**src/rtl/pb_pulse_gen.sv**
```systemverilog
// Push-button conditioner: two-flop synchroniser, debounce FSM, one-cycle press pulse
// and optional auto-repeat while the button is held.
`timescale 1ns/1ps
module pb_pulse_gen #(
  parameter int unsigned DEBOUNCE_CYCLES = 500000,
  parameter bit          REPEAT_EN       = 1'b0,
  parameter int unsigned REPEAT_DELAY    = 50000000,
  parameter int unsigned REPEAT_RATE     = 10000000
) (
  input  logic clk,
  input  logic rst,
  input  logic BTN,
  output logic pulse,
  output logic level
);

  localparam int unsigned CntW   = ($clog2(DEBOUNCE_CYCLES) > 0) ? $clog2(DEBOUNCE_CYCLES) : 1;
  localparam int unsigned RptMax = (REPEAT_DELAY > REPEAT_RATE) ? REPEAT_DELAY : REPEAT_RATE;
  localparam int unsigned RptW   = ($clog2(RptMax) > 0) ? $clog2(RptMax) : 1;

  localparam logic [CntW-1:0] CntLast   = CntW'(DEBOUNCE_CYCLES - 1);
  localparam logic [RptW-1:0] DelayLast = RptW'(REPEAT_DELAY - 1);
  localparam logic [RptW-1:0] RateLast  = RptW'(REPEAT_RATE - 1);

  typedef enum logic [1:0] {
    StIdle        = 2'b00,
    StPressWait   = 2'b01,
    StPressed     = 2'b10,
    StReleaseWait = 2'b11
  } state_e;

  state_e          state_q;
  logic            s1_q, s2_q;
  logic [CntW-1:0] cnt_q;
  logic [RptW-1:0] rpt_q;
  logic            rpt_first_q;
  logic [RptW-1:0] rpt_term;

  assign rpt_term = rpt_first_q ? DelayLast : RateLast;

  always_ff @(posedge clk or posedge rst) begin
    if (rst) begin
      s1_q <= 1'b0;
      s2_q <= 1'b0;
    end else begin
      s1_q <= BTN;
      s2_q <= s1_q;
    end
  end

  always_ff @(posedge clk or posedge rst) begin
    if (rst) begin
      state_q     <= StIdle;
      cnt_q       <= '0;
      rpt_q       <= '0;
      rpt_first_q <= 1'b0;
      pulse       <= 1'b0;
      level       <= 1'b0;
    end else begin
      pulse <= 1'b0;
      unique case (state_q)
        StIdle: begin
          if (s2_q) begin
            state_q <= StPressWait;
            cnt_q   <= '0;
          end
        end
        StPressWait: begin
          if (!s2_q) begin
            state_q <= StIdle;
          end else if (cnt_q == CntLast) begin
            state_q     <= StPressed;
            pulse       <= 1'b1;
            level       <= 1'b1;
            rpt_q       <= '0;
            rpt_first_q <= 1'b1;
          end else begin
            cnt_q <= cnt_q + 1'b1;
          end
        end
        StPressed: begin
          if (!s2_q) begin
            // rpt is held so a release bounce only stretches the repeat interval
            state_q <= StReleaseWait;
            cnt_q   <= '0;
          end else if (REPEAT_EN) begin
            if (rpt_q == rpt_term) begin
              pulse       <= 1'b1;
              rpt_q       <= '0;
              rpt_first_q <= 1'b0;
            end else begin
              rpt_q <= rpt_q + 1'b1;
            end
          end
        end
        StReleaseWait: begin
          if (s2_q) begin
            state_q <= StPressed;
          end else if (cnt_q == CntLast) begin
            state_q <= StIdle;
            level   <= 1'b0;
          end else begin
            cnt_q <= cnt_q + 1'b1;
          end
        end
        default: state_q <= StIdle;
      endcase
    end
  end

endmodule

```
**config.mk**
```make
export PLATFORM = sky130hd
export DESIGN_NAME = pb_pulse_gen
export DESIGN_NICKNAME = d
export VERILOG_FILES = /design/src/rtl/pb_pulse_gen.sv
export SDC_FILE = /design/constraint.sdc
export NUM_CORES = 1
export LEC_CHECK = 0
export CAP_MARGIN = 20
export CORE_ASPECT_RATIO = 1.25
export CORE_MARGIN = 3
export CORE_UTILIZATION = 40
export CTS_CLUSTER_DIAMETER = 120
export CTS_CLUSTER_SIZE = 30
export DETAILED_ROUTE_END_ITERATION = 16
export GPL_ROUTABILITY_DRIVEN = 0
export PLACE_DENSITY = 0.54
export SLEW_MARGIN = 20
export SYNTH_ARGS = -nofsm -noshare
export SYNTH_HDL_FRONTEND = slang
export SYNTH_SLANG_ARGS = --single-unit
```
**constraint.sdc**
```tcl
create_clock -name clk -period 5.2 [get_ports clk]
set_clock_uncertainty 0.2 [all_clocks]
set_input_delay 1.04 -clock clk [delete_from_list [all_inputs] [get_ports clk]]
set_output_delay 1.04 -clock clk [all_outputs]
set_load 0.01 [all_outputs]
```
# Word level (Yosys, flattened, before mapping)
# Cells that the tools add are included.
# totals
input_bits,3
regBits,25
out_inout_bits,2
# classes
eq_ne,12
addsub,1
muxes,21
reduce_logical,5
# op_table
cell,count
$mux W19,5
$pmux W19 S4,1
$add A19 B1 Y19 const B,1
$eq A19 B19 Y1 const B,1
$mux W2,6
$ne A2 B2 Y1 const B,6
$pmux W2 S4,1
$reduce_and A4 Y1,2
$mux W1,7
$ne A3 B3 Y1 const B,2
$reduce_and A5 Y1,1
$eq A2 B2 Y1 const B,2
$eq A2 B1 Y1 const B,1
$logic_not A2 Y1,1
$pmux W1 S2,1
$reduce_bool A2 Y1,1

# Depth between registers and ports, before layout
# Gate-level depths: netlist of run 1.
# logic_depth
ltp_word,4
mapped_depth,6
mapped_depth_nobuf,6

# Least setup slack after synthesis of run 1
# Ideal clock, no wire load.
# synth_timing
path_type,register to register
from,register cnt_q[0]
to,register cnt_q[17]
path_stages_with_launch,7
setup_ns,0.090
period_less_slack_ns,1.808
setup_slack_ns,3.392
n_path_buf,0
arrival_time_ns,1.517
path_cell_list,dfrtp_1 -> ha_1 -> and4_1 -> nand4_2 -> o21ai_4 -> inv_2 -> o221ai_1
# synth_between
elab_chain_cells,4
elab_cells_between_ends,6
cone_classes,1 x add/sub; 1 x eq/ne; 4 x mux
# synth_rtl
item,line,text
from (decl),34,logic [CntW-1:0] cnt_q;
from (signal assigned),78,cnt_q <= cnt_q + 1'b1;
from (signal assigned),103,cnt_q <= cnt_q + 1'b1;
$add A19 B1 Y19 / $eq A19 B19 Y1 (equally long branches),n/a,
$mux W19 (*),"71, 99",
$mux W19 (on tied branches),"97, 69",
$pmux W19 S4 (*),61,unique case (state_q)
# Every way passes the cells marked *; elsewhere a longest branch is shown, timed or not. The select of a mux whose other input is x is not followed.
# A chain may end at the register's enable or synchronous reset.

# Final worst setup path of run 1
# layout_timing
from,register level
to,output port level
# layout_lines
item,line,text
from (decl),14,output logic level
from (signal assigned),58,level <= 1'b0;
from (signal assigned),74,level <= 1'b1;
from (signal assigned),101,level <= 1'b0;
# No word-level cell between the ends.

==> run_results.csv, run 1 <==
group,metric,value,unit
grt,grt.total_usage,16.9,%
placement,post-dp-hpwl,2.43,mm
grt,grt_pass1_wl,5.90,mm
logic_synthesis,synth.cell_area,0.00154,mm²
setup_path,cp_max_fo,2,
timing,setup_tns,0,ns
routing,firstDrtPassIters,4,
floorplanning,dieArea,0.00463,mm²
clock_network,clkSlewWorstSetupHoldPaths,0.09,ns
placement,placed_cell_area,0.00158,mm²
logic_synthesis,synth.largest_area_cell,"dfrtp_1",
hold_path,min_to,"s2_q",
placement,port_buffers,4,
timing,finalSetupViolCount,0,
logic_synthesis,yosysSeqAreaShare,40.7,%
setup_path,critical_path.max_stage_delay,0.53,ns
logic_synthesis,synth.top_cells.by_area,"dfrtp_1 (41%), nand3_1 (3.9%), nand2_1 (3.9%), mux2i_1 (2.6%), and3_1 (2.4%)",
hold_path,hold_depth,0,
logic_synthesis,yosysTopAreaCellShare,40.7,%
timing,maxSlewViolCount,0,
routing,drc,0,
final_layout,drive_gt1_share,9.88,%
setup_path,r2r-start,"state_q[0]",
setup_path,r2r_end,"cnt_q[17]",
routing,wl_per_cell,17.5,µm
logic_synthesis,synth_edf_count,0,
clock_network,numCtsBuffers,3,
outcome,status,"finished, final reports clean",
hold_path,worstHoldStart,"s1_q",
timing,fin_crit_sh,46.2,%
final_layout,antenna_cells,0,
logic_synthesis,syn_inst,161,
setup_path,worst_path_max_delay_cell,"clkdlybuf4s50_1",
floorplanning,die_h,75.4,µm
setup_path,path_cells,"clkdlybuf4s50_1",
routing,drt-initial-drc-count,91,
setup_path,rrSetupSlack,2.88,ns
clock_network,htreeDepth,1,
routing,vias_per_cell,6.31,
power,cellPowerDensity,217,mW/mm²
logic_synthesis,synth_cell_type_count,52,
timing,hold_viol_final,0,
clock_network,cts.hold.buffers_added,0,
routing,ant_nets,0,
clock_network,clockRootBuffer,"clkbuf_8",
routing,wl,3.52,mm
power,power_leakage,0.727,nW
timing,rsz0062_at_grt,"false",
floorplanning,initial_core_util,42.7,%
logic_synthesis,ys_ff_latch,25,
routing,vias,1269,
grt,antenna_found_initial,0,
floorplanning,ios,5,
setup_path,required,3.96,ns
setup_path,crit_cells,1,
timing,max_freq,0.416,GHz
setup_path,crit_family,"buffers and inverters",
hold_path,hp-class,"flip-flop to flip-flop",
final_layout,final_cell_area,0.00164,mm²
floorplanning,core_area,0.00360,mm²
clock_network,clock_path_buffers,2,
setup_path,criticalPathCategory,"flip-flop to output port",
floorplanning,rows,24,
setup_path,crit_buf_inv,1,
setup_path,arrival,1.16,ns
clock_network,cts_tree,"built",
logic_synthesis,syn_nets,165,
logic_synthesis,synthArstFlopShare,100,%
clock_network,clk_latency,0.27,ns
clock_network,clock-sinks,25,
timing,slew_headroom,49.3,%
grt,grt_overflow,0,
timing,period_needed,2.40,ns
clock_network,cts_resized,0,
final_layout,area_growth,6.50,%
run,maxCapViolCount,0,
logic_synthesis,yosys_warnings,0,
logic_synthesis,ys.flop_type,"dfrtp_1",
power,ir_drop,0.141,mV
timing,tightest_slew,0.760,ns
final_layout,nets,167,
setup_path,endpoint_kind,"output port",
floorplanning,die_width,61.5,µm
setup_path,r2r_cells,5,
logic_synthesis,syn_avg_cell_area,9.56,µm²
grt,first_global_vias,1170,
setup_path,startpoint_type,"flip-flop",
clock_network,cts_setup_buffers,0,
grt,grt_max_degree,26,
how the worst max path moves through the flow:
| stage | slack (ns) | endpoint | from |
|---|---|---|---|
| floorplan | 3.39 | cnt_q[17] | cnt_q[0] |
| global route | 2.74 | level | level |
| CTS | 2.77 | level | level |
| finish | 2.80 | level | level |
| global placement | 2.76 | cnt_q[4] | rst |
| detailed placement | 2.72 | cnt_q[6] | rst |
where the power goes:
part | internal, mW | total [mW] | leakage (nW) | switching [mW]
Clock | 0.0544 | 0.119 | 0.0217 | 0.0642
Combinational | 0.0109 | 0.0281 | 0.365 | 0.0172
Sequential | 0.200 | 0.209 | 0.340 | 0.00927
Total | 0.265 | 0.355 | 0.727 | 0.0906
flip-flops by register name, indices dropped and copies added, names as in the netlist, named ones only:
| register | flops |
|---|---|
| level | 1 |
| cnt_q | 19 |
| s1_q | 1 |
| pulse | 1 |
| state_q | 1 |
| s2_q | 1 |
placed cells by master (no fill, tap or decap), types with 4 or more instances in the layout:
cell,Yosys,final
dfrtp_1,25,25
nand2_1,16,16
nand3_1,12,12
inv_1,6,6
and3_1,6,6
nor3_1,5,5
o21ai_0,5,5
nor2_1,5,5
nand4_1,5,5
and4_1,4,4
mux2i_1,4,4
a211o_1,4,4
clkdlybuf4s50_1,0,4
area by class of cell:
type / count / area, µm²
Timing Repair Buffer: 6 / 62.6
Inverter: 8 / 30.0
Multi-Input combinational cell: 119 / 823
Fill cell: 353 / 1960
Clock inverter: 1 / 7.51
Tap cell: 39 / 48.8
Sequential cell: 25 / 626
Clock buffer: 3 / 41.3
cells by family after synthesis:
kind of cell	after synthesis	share of synthesized area [%]
muxes	4	2.60
xor gates and xnor gates	2	1.63
buffers and inverters	17	5.85
DFF	25	40.7
AOI/OAI and AO/OA	38	19.3
adders and majority gates	1	0.813
and+or+nand+nor	74	29.2
routing by layer:
metal	GRT usage (%)	up-vias	wire length [µm]
met3	2.71	5	103
met1	23.9	615	1640
met2	26.4	28	1740
li1	-	621	-
met4	5.42	0	41
met5	0	-	0
through the flow:
| stage | hold WS, ns | utilization (%) | power [mW] | setup WS (ns) | instances |
|---|---|---|---|---|---|
| global placement | 0.142 | 43.7 | 0.239 | 2.76 | 196 |
| CTS | 0.158 | 45.1 | 0.360 | 2.77 | 200 |
| finish | 0.154 | 45.5 | 0.355 | 2.80 | 201 |
| global route | 0.180 | 45.5 | 0.377 | 2.74 | 201 |
| floorplan | 0.131 | - | 0.231 | 3.39 | 161 |
| detailed placement | 0.135 | 43.7 | 0.240 | 2.72 | 196 |
cells in the mapped netlist, types with 2 or more instances:
cell type	count
and4_1	4
or3_1	3
nand2b_1	3
and2_1	2
clkbuf_1	2
buf_2	3
nor4_1	3
nand2_1	16
nand4_1	5
buf_6	3
and4bb_2	2
a21oi_1	3
a211o_1	4
nor2_1	5
mux2i_1	4
dfrtp_1	25
o211ai_1	3
inv_1	6
nand3_1	12
and3_1	6
o31ai_1	2
nor4b_1	2
a31oi_1	3
o311ai_0	2
nor3_1	5
o2bb2ai_1	3
o21ai_0	5
(Power assumes the default switching activity.)
==> run 2: changes to the inputs <==
==> constraint.sdc (replaced) <==
create_clock -name clk -period 2.5 [get_ports clk]
set_clock_uncertainty 0.2 [all_clocks]
set_input_delay 0.5 -clock clk [delete_from_list [all_inputs] [get_ports clk]]
set_output_delay 0.5 -clock clk [all_outputs]
set_load 0.01 [all_outputs]
==> run_results.csv, run 2 (synthesis results as in run 1) <==
group,metric,value,unit
timing,max_freq,0.473,GHz
grt,first_global_vias,1176,
clock_network,clkSlewWorstSetupHoldPaths,0.09,ns
setup_path,r2r-start,"cnt_q[0]",
timing,period_needed,2.11,ns
timing,rsz0062_at_grt,"false",
routing,vias_per_cell,6.35,
routing,wl_per_cell,16.7,µm
final_layout,final_common_cell,"dfrtp_1",
placement,post-dp-hpwl,2.39,mm
power,total_power,0.735,mW
routing,drc,0,
floorplanning,core_area,0.00360,mm²
timing,setup_tns,0,ns
placement,dpl_worst_slack,0.424,ns
floorplanning,ios,5,
setup_path,rrSetupSlack,0.39,ns
setup_path,startpoint_type,"flip-flop",
clock_network,clk_latency,0.27,ns
hold_path,hp-class,"flip-flop to flip-flop",
floorplanning,initial_core_util,42.7,%
clock_network,clockRootBuffer,"clkbuf_8",
setup_path,startpoint,"cnt_q[0]",
setup_path,criticalPathCategory,"flip-flop to flip-flop",
grt,grt_max_degree,26,
setup_path,required,2.48,ns
timing,slew_headroom,67.9,%
clock_network,cts_tree,"built",
grt,grt_pass1_wl,5.83,mm
setup_path,cp_max_fo,8,
power,cellPowerDensity,447,mW/mm²
timing,maxSlewViolCount,0,
final_layout,nets,169,
placement,port_buffers,4,
clock_network,clock_path_buffers,2,
timing,fin_ws,0.387,ns
floorplanning,die_h,75.4,µm
final_layout,final_cell_mix,"dfrtp_1 (25), nand2_1 (16), nand3_1 (12)",
setup_path,arrival,2.10,ns
routing,vias,1289,
routing,ant_nets,0,
clock_network,cts_setup_buffers,0,
run,maxCapViolCount,0,
clock_network,htreeDepth,1,
floorplanning,dieArea,0.00463,mm²
grt,grt.total_usage,16.6,%
power,power_leakage,0.738,nW
clock_network,cts_resized,0,
final_layout,drive_gt1_share,11.0,%
routing,drt-initial-drc-count,62,
timing,tightest_slew,0.478,ns
clock_network,cts.hold.buffers_added,0,
power,ir_drop,0.224,mV
setup_path,r2r_end,"cnt_q[17]",
floorplanning,die_width,61.5,µm
timing,hold_viol_final,0,
setup_path,endpoint_kind,"flip-flop",
timing,fin_crit_sh,84.5,%
setup_path,r2r_cells,6,
setup_path,endpoint,"cnt_q[17]",
floorplanning,rows,24,
final_layout,area_growth,6.83,%
grt,grt_overflow,0,
routing,wl,3.39,mm
grt,antenna_found_initial,0,
clock_network,numCtsBuffers,3,
routing,firstDrtPassIters,4,
final_layout,largest_register,"cnt_q",
final_layout,antenna_cells,0,
outcome,status,"finished, final reports clean",
timing,finalSetupViolCount,0,
final_layout,largest_register_ffs,19,
clock_network,clock-sinks,25,
## run 2: how the worst min path moves through the flow
| stage | start | slack [ns] | to | cells after the start |
|---|---|---|---|---|
| final | s1_q | 0.16 | s2_q | 0 |
| after CTS | s1_q | 0.17 | s2_q | 0 |
| after floorplan | s1_q | 0.13 | s2_q | 0 |
| after global placement | s1_q | 0.14 | s2_q | 0 |
| after detailed placement | s1_q | 0.14 | s2_q | 0 |
| after global routing | s1_q | 0.19 | s2_q | 0 |
## run 2: cell type report
type	count	area [µm²]
Fill cell	346	1960
Multi-Input combinational cell	119	823
Clock inverter	1	5.00
Sequential cell	25	626
Clock buffer	3	41.3
Tap cell	39	48.8
Timing Repair Buffer	8	70.1
Inverter	8	30.0
## run 2: metal layers
layer	track usage [%]	vias to the layer above	share of wire, %
met5	0	-	0
met4	5.19	0	1.4
met3	2.20	6	2.5
met2	26.0	19	48
met1	23.7	644	48
li1	-	620	-
## run 2: power by group
part	leakage, nW	total [mW]	internal (mW)	switching [mW]
sequential	0.340	0.429	0.415	0.0140
combinational	0.372	0.0642	0.0237	0.0405
clock	0.0255	0.241	0.111	0.130
## run 2: critical path: stages, from the launching register on
cell and delay [ns]:
dfrtp_1 0.39, ha_1 0.28, and4_1 0.27, nand4_2 0.23, o21ai_4 0.36, inv_2 0.12, o221ai_1 0.18
## run 2: metrics by stage
| step | area, µm² | utilization, % | hold slack [ns] | cells |
|---|---|---|---|---|
| after floorplan | 1540 | - | 0.131 | 161 |
| after global placement | 1600 | 44.3 | 0.145 | 199 |
| after detailed placement | 1600 | 44.3 | 0.143 | 199 |
| after CTS | 1640 | 45.6 | 0.165 | 203 |
| after global routing | 1640 | 45.6 | 0.188 | 203 |
| final | 1640 | 45.6 | 0.159 | 203 |
